===== src/rtl/dds_chirp_rx.sv =====
// DDS-side receiver for the four-phase REQ/ACK parameter transfer, plus the
// linear-FM chirp phase generator that runs from the captured parameters.
module dds_chirp_rx #(
    parameter int SYNC_STAGES = 2,
    parameter int PHASE_OUT_W = 16
) (
    input  logic                   CLK,
    input  logic                   RESET,
    input  logic                   REQ,
    input  logic [47:0]            DATA_FREQ,
    input  logic [47:0]            DATA_DELTA_FREQ,
    input  logic [31:0]            DATA_DELTA_RATE,
    output logic                   ACK,
    input  logic                   START,
    output logic                   NEW_DATA,
    output logic                   RUN,
    output logic [47:0]            FTW,
    output logic [PHASE_OUT_W-1:0] PHASE
);
    typedef enum logic {WAIT_REQ = 1'b0, HOLD = 1'b1} rx_state_t;
    typedef enum logic {CH_IDLE = 1'b0, CH_RUN = 1'b1} ch_state_t;

    logic [SYNC_STAGES-1:0] req_sync_r;
    logic [SYNC_STAGES-1:0] start_sync_r;
    logic                   req_s;
    logic                   start_s;
    logic                   start_d_r;
    logic                   start_rise_s;

    rx_state_t   rx_state_r;
    rx_state_t   rx_next_s;
    logic        ack_r;
    logic        new_data_r;
    logic        ack_nxt_s;
    logic        load_sh_s;
    logic [47:0] sh_freq_r;
    logic [47:0] sh_dfreq_r;
    logic [31:0] sh_drate_r;

    ch_state_t   ch_state_r;
    ch_state_t   ch_next_s;
    logic        run_r;
    logic [47:0] ftw_r;
    logic [47:0] ftw_nxt_s;
    logic [47:0] phase_acc_r;
    logic [47:0] phase_acc_nxt_s;
    logic [47:0] w_dfreq_r;
    logic [47:0] w_dfreq_nxt_s;
    logic [31:0] w_drate_r;
    logic [31:0] w_drate_nxt_s;
    logic [31:0] rate_cnt_r;
    logic [31:0] rate_cnt_nxt_s;

    // Metastability chains for the two asynchronous control levels, plus the START edge delay.
    always_ff @(posedge CLK) begin
        if (RESET) begin
            req_sync_r   <= '0;
            start_sync_r <= '0;
            start_d_r    <= 1'b0;
        end else begin
            req_sync_r   <= {req_sync_r[SYNC_STAGES-2:0], REQ};
            start_sync_r <= {start_sync_r[SYNC_STAGES-2:0], START};
            start_d_r    <= start_s;
        end
    end

    assign req_s        = req_sync_r[SYNC_STAGES-1];
    assign start_s      = start_sync_r[SYNC_STAGES-1];
    assign start_rise_s = start_s & ~start_d_r;

    // Receiver state, acknowledge and shadow registers.
    always_ff @(posedge CLK) begin
        if (RESET) begin
            rx_state_r <= WAIT_REQ;
            ack_r      <= 1'b0;
            new_data_r <= 1'b0;
            sh_freq_r  <= 48'd0;
            sh_dfreq_r <= 48'd0;
            sh_drate_r <= 32'd0;
        end else begin
            rx_state_r <= rx_next_s;
            ack_r      <= ack_nxt_s;
            new_data_r <= load_sh_s;
            if (load_sh_s) begin
                sh_freq_r  <= DATA_FREQ;
                sh_dfreq_r <= DATA_DELTA_FREQ;
                sh_drate_r <= DATA_DELTA_RATE;
            end
        end
    end

    // Receiver next-state: capture on synchronized REQ high, release on REQ low.
    always_comb begin
        rx_next_s = rx_state_r;
        case (rx_state_r)
            WAIT_REQ: if (req_s)  rx_next_s = HOLD;     else rx_next_s = WAIT_REQ;
            HOLD:     if (!req_s) rx_next_s = WAIT_REQ; else rx_next_s = HOLD;
            default:  rx_next_s = WAIT_REQ;
        endcase
    end

    // Receiver outputs: shadows load exactly once per transfer, on entry to HOLD.
    always_comb begin
        load_sh_s = (rx_state_r == WAIT_REQ) && req_s;
        ack_nxt_s = (rx_next_s == HOLD);
    end

    // Chirp state and datapath registers.
    always_ff @(posedge CLK) begin
        if (RESET) begin
            ch_state_r  <= CH_IDLE;
            run_r       <= 1'b0;
            ftw_r       <= 48'd0;
            phase_acc_r <= 48'd0;
            w_dfreq_r   <= 48'd0;
            w_drate_r   <= 32'd0;
            rate_cnt_r  <= 32'd0;
        end else begin
            ch_state_r  <= ch_next_s;
            run_r       <= (ch_next_s == CH_RUN);
            ftw_r       <= ftw_nxt_s;
            phase_acc_r <= phase_acc_nxt_s;
            w_dfreq_r   <= w_dfreq_nxt_s;
            w_drate_r   <= w_drate_nxt_s;
            rate_cnt_r  <= rate_cnt_nxt_s;
        end
    end

    // Chirp next-state: only a START rising edge arms, a low level stops.
    always_comb begin
        ch_next_s = ch_state_r;
        case (ch_state_r)
            CH_IDLE: if (start_rise_s) ch_next_s = CH_RUN;  else ch_next_s = CH_IDLE;
            CH_RUN:  if (!start_s)     ch_next_s = CH_IDLE; else ch_next_s = CH_RUN;
            default: ch_next_s = CH_IDLE;
        endcase
    end

    // Chirp datapath; working copies isolate a running burst from later captures.
    always_comb begin
        ftw_nxt_s       = ftw_r;
        phase_acc_nxt_s = phase_acc_r;
        w_dfreq_nxt_s   = w_dfreq_r;
        w_drate_nxt_s   = w_drate_r;
        rate_cnt_nxt_s  = rate_cnt_r;
        case (ch_state_r)
            CH_IDLE: begin
                if (start_rise_s) begin
                    ftw_nxt_s       = sh_freq_r;
                    w_dfreq_nxt_s   = sh_dfreq_r;
                    w_drate_nxt_s   = sh_drate_r;
                    phase_acc_nxt_s = 48'd0;
                    rate_cnt_nxt_s  = 32'd0;
                end else begin
                    ftw_nxt_s       = ftw_r;
                    phase_acc_nxt_s = phase_acc_r;
                end
            end
            CH_RUN: begin
                if (!start_s) begin
                    ftw_nxt_s       = 48'd0;
                    phase_acc_nxt_s = 48'd0;
                    rate_cnt_nxt_s  = 32'd0;
                end else begin
                    phase_acc_nxt_s = phase_acc_r + ftw_r;
                    if (rate_cnt_r == w_drate_r) begin
                        ftw_nxt_s      = ftw_r + w_dfreq_r;
                        rate_cnt_nxt_s = 32'd0;
                    end else begin
                        ftw_nxt_s      = ftw_r;
                        rate_cnt_nxt_s = rate_cnt_r + 32'd1;
                    end
                end
            end
            default: begin
                ftw_nxt_s       = 48'd0;
                phase_acc_nxt_s = 48'd0;
                rate_cnt_nxt_s  = 32'd0;
            end
        endcase
    end

    assign ACK      = ack_r;
    assign NEW_DATA = new_data_r;
    assign RUN      = run_r;
    assign FTW      = ftw_r;
    assign PHASE    = phase_acc_r[47 -: PHASE_OUT_W];

endmodule


===== config.mk =====
export PLATFORM = sky130hd
export DESIGN_NAME = dds_chirp_rx
export DESIGN_NICKNAME = d
export VERILOG_FILES = /design/src/rtl/dds_chirp_rx.sv
export SDC_FILE = /design/constraint.sdc
export NUM_CORES = 1
export LEC_CHECK = 0
export ABC_CLOCK_PERIOD_IN_PS = 3550
export CORE_MARGIN = 2
export CORE_UTILIZATION = 57
export DETAILED_ROUTE_END_ITERATION = 8
export GPL_TIMING_DRIVEN = 0
export HOLD_SLACK_MARGIN = 0.12
export PLACE_DENSITY = 0.93
export SLEW_MARGIN = 30
export SYNTH_ARGS = -nofsm -noshare
export SYNTH_HDL_FRONTEND = slang
export SYNTH_SLANG_ARGS = --single-unit

===== constraint.sdc =====
create_clock -name CLK -period 3.55 [get_ports CLK]
set_clock_uncertainty 0.05 [all_clocks]
set_input_delay 0.71 -clock CLK [delete_from_list [all_inputs] [get_ports CLK]]
set_output_delay 0.71 -clock CLK [all_outputs]
set_load 0.005 [all_outputs]

==> impl_metrics.csv <==
group,metric,value,unit
sta,whs,0.386,ns
sta,worst_slew_pin_slew,1.09,ns
worst_setup_path,worst-setup-path-type,"reg2reg",
drt,drc,0,
sta,rsz0062_at_grt,"true",
drt,avgRoutedWirePerCell,19.9,microns
clocking,clk_latency,0.53,ns
sta,fin_crit,3.54,ns
place,routabilityCongestion,0.988,
yosys,yosysUniqueCellTypes,75,
grt,grt_use_total,34.3,%
power_and_ir_drop,leakagePower,0.00872,uW
power_and_ir_drop,power,8900,uW
yosys,synth.yosys.seq_area_share,38.5,%
worst_setup_path,cp-end-kind,"register",
grt,antenna_found_initial,0,
yosys,ys_ff_latch,344,
cells_and_area,drive_above_1_share,5.02,%
place,hpwl,43300,microns
cells_and_area,fin_util,70.5,%
clocking,htree_levels,2,
worst_setup_path,arrival,3.87,ns
yosys,syn_nets,2495,
floorplan,dieArea,32800,sq um
min_path,hp-class,"reg2reg",
clocking,max-clock-path-buffers,3,
yosys,async_reset_ff_share,0,%
clocking,cts_buffers,37,
run,drv_cap,0,
clocking,path_clk_slew,0.07,ns
yosys,avgSynthCellArea,7.90,sq um
clocking,clkSinkCount,344,
place,placed_area,20400,sq um
floorplan,start_util,58.2,%
grt,grt_overflow,0,
floorplan,coreArea,30700,sq um
floorplan,chipHeight,181,microns
drt,via_per_inst,6.14,
sta,fmax,0.283,GHz
floorplan,io-pin-count,199,
worst_setup_path,crit_path_start_kind,"register",
grt,grt_max_degree,15,
power_and_ir_drop,power.density,411,nW/um^2
worst_setup_path,crit_fanout,9,
worst_setup_path,cp-startpoint,"FTW[0]",
sta,relSlewSlack,27.5,%
drt,wl,58100,microns
power_and_ir_drop,ir_drop,0.312,mV
drt,ant_nets,0,
clocking,cts_tree,"done",
drt,num_vias,18000,
grt,grt_first_pass_wirelength,90200,microns
yosys,synth_edf_count,0,
grt,grt_pass1_vias,17200,
drt,drtPass1Iterations,6,
yosys,synth_area,17900,sq um
cells_and_area,antenna_cells,0,
sta,fin_crit_sh,99.7,%
floorplan,rows,64,
cells_and_area,stdcell_area,21700,sq um
yosys,syn_inst,2266,
cells_and_area,area_delta_synth_final,21.1,%
place,port_buffers,197,
cells_and_area,mostFrequentLayoutCell,"nand2_1",
sta,slew_violations,0,
sta,finalHoldViolCount,0,
status,status,"complete, no violations",
drt,drt_iter0_markers,1617,
cells_and_area,nNetsFinal,2734,
sta,setup_viol,0,
yosys,ys_warn_count,0,
yosys,ys.flop_type,"dfxtp_1",
worst_setup_path,r2r-start,"FTW[0]",
cells_and_area,layout_common_cells,"495 x nand2_1, 342 x dfxtp_1, 313 x a21oi_1, 197 x clkdlybuf4s50_1, 164 x nor2_1",
min_path,hold_path_startpoint,"start_sync_r[0]",
clocking,clockRootBuffer,"clkbuf_16",
worst_setup_path,crit_required,3.88,ns
floorplan,fp.dieW,181,microns
==> cell type report <==
type / instances / area [sq um]
multi-input combinational: 1741 / 10300
fill: 2421 / 9080
sequential: 344 / 6890
timing repair buffer: 200 / 1990
clock buffer: 54 / 1120
buffer: 155 / 654
tap: 396 / 495
clock inverter: 10 / 108
inverter: 26 / 97.6
==> kinds of logic after synthesis <==
kind of cell             share of synthesized area [%]
AND/OR/NAND/NOR                                   20.7
buffers and inverters                             4.17
XOR/XNOR                                          6.61
AO/OA/AOI/OAI                                     23.0
adder cells (fa/ha/maj)                           6.87
flip-flops                                        38.5
multiplexers                                     0.168
==> final timing paths <==
path | end | slack, ns | cells past startpoint
setup / recovery | FTW[46] | 0.01 | 13
hold / removal | start_sync_r[1] | 0.39 | 1
setup reg to reg | FTW[46] | 0.01 | 13
hold reg to reg | start_sync_r[1] | 0.39 | 1
==> registers in the layout, summed over array words and instances, names as in the netlist, 2 cells and up <==
| signal | cells |
|---|---|
| start_sync_r | 2 |
| sh_dfreq_r | 48 |
| phase_acc_r | 48 |
| rate_cnt_r | 32 |
| w_drate_r | 32 |
| req_sync_r | 2 |
| w_dfreq_r | 48 |
| sh_drate_r | 32 |
| FTW | 48 |
| sh_freq_r | 48 |
==> synthesized netlist by cell type (16+ instances only) <==
cell type	count	area, sq um
xnor2_1	56	490
ha_1	95	1190
a221oi_1	38	333
nand4_1	32	200
a21oi_1	315	1580
nor3_1	50	250
inv_1	25	93.8
nor2b_1	19	119
nand3_1	36	180
and3_1	18	113
clkbuf_1	125	469
a22oi_1	24	180
nand2_1	495	1860
a21o_1	60	450
o21bai_1	16	120
a211oi_1	21	158
o21ai_0	41	205
nor2_1	165	619
o21ai_1	16	80.1
xor2_1	79	692
dfxtp_1	344	6890
a22o_1	22	193
buf_4	16	120
==> critical path, cell delays in order, from the launching register on <==
cell       delay (ns)
dfxtp_1          0.37
ha_1             0.26
fa_1             0.42
a21o_1           0.20
a21oi_2          0.21
o21a_1           0.23
nor4_2           0.10
o21ai_1          0.20
o211ai_2         0.22
a21oi_4          0.24
a31oi_4          0.20
a2111oi_1        0.43
a311o_1          0.19
a211oi_2         0.07
==> report_power, final <==
group          switching [uW]  internal, uW  total, uW
combinational             515           384        899
sequential                107          3960       4060
clock                    1600          2340       3940
==> layer usage <==
metal | up-vias | wire [microns] | GRT usage (%)
li1 | 8417 | - | -
met1 | 8416 | 22700 | 42.3
met2 | 928 | 27100 | 58.0
met3 | 219 | 5050 | 5.12
met4 | 0 | 3250 | 18.1
met5 | - | 0 | 0
==> per-stage QoR <==
| stage | instances | setup TNS [ns] | setup WS (ns) |
|---|---|---|---|
| 2_1_floorplan | 2266 | 0 | 0.535 |
| 3_3_place_gp | 2859 | 0 | 0.0307 |
| 3_5_place_dp | 2859 | 0 | 0.0316 |
| 4_1_cts | 2923 | 0 | 0.0131 |
| 5_1_grt | 2926 | -0.0248 | -0.0200 |
| 6_report | 2926 | 0 | 0.0108 |
==> timing repair <==
action | 4_1_cts | 5_1_grt
gates resized for setup | 1 | 17
endpoints found under the setup margin | 2 | 33
hold buffers | 0 | 0
setup buffers | 0 | 3
gates cloned | 0 | 0
pin swaps | 0 | 5
endpoints found under the hold margin | 0 | 0
Note: power is estimated with default switching activity, not from simulation.
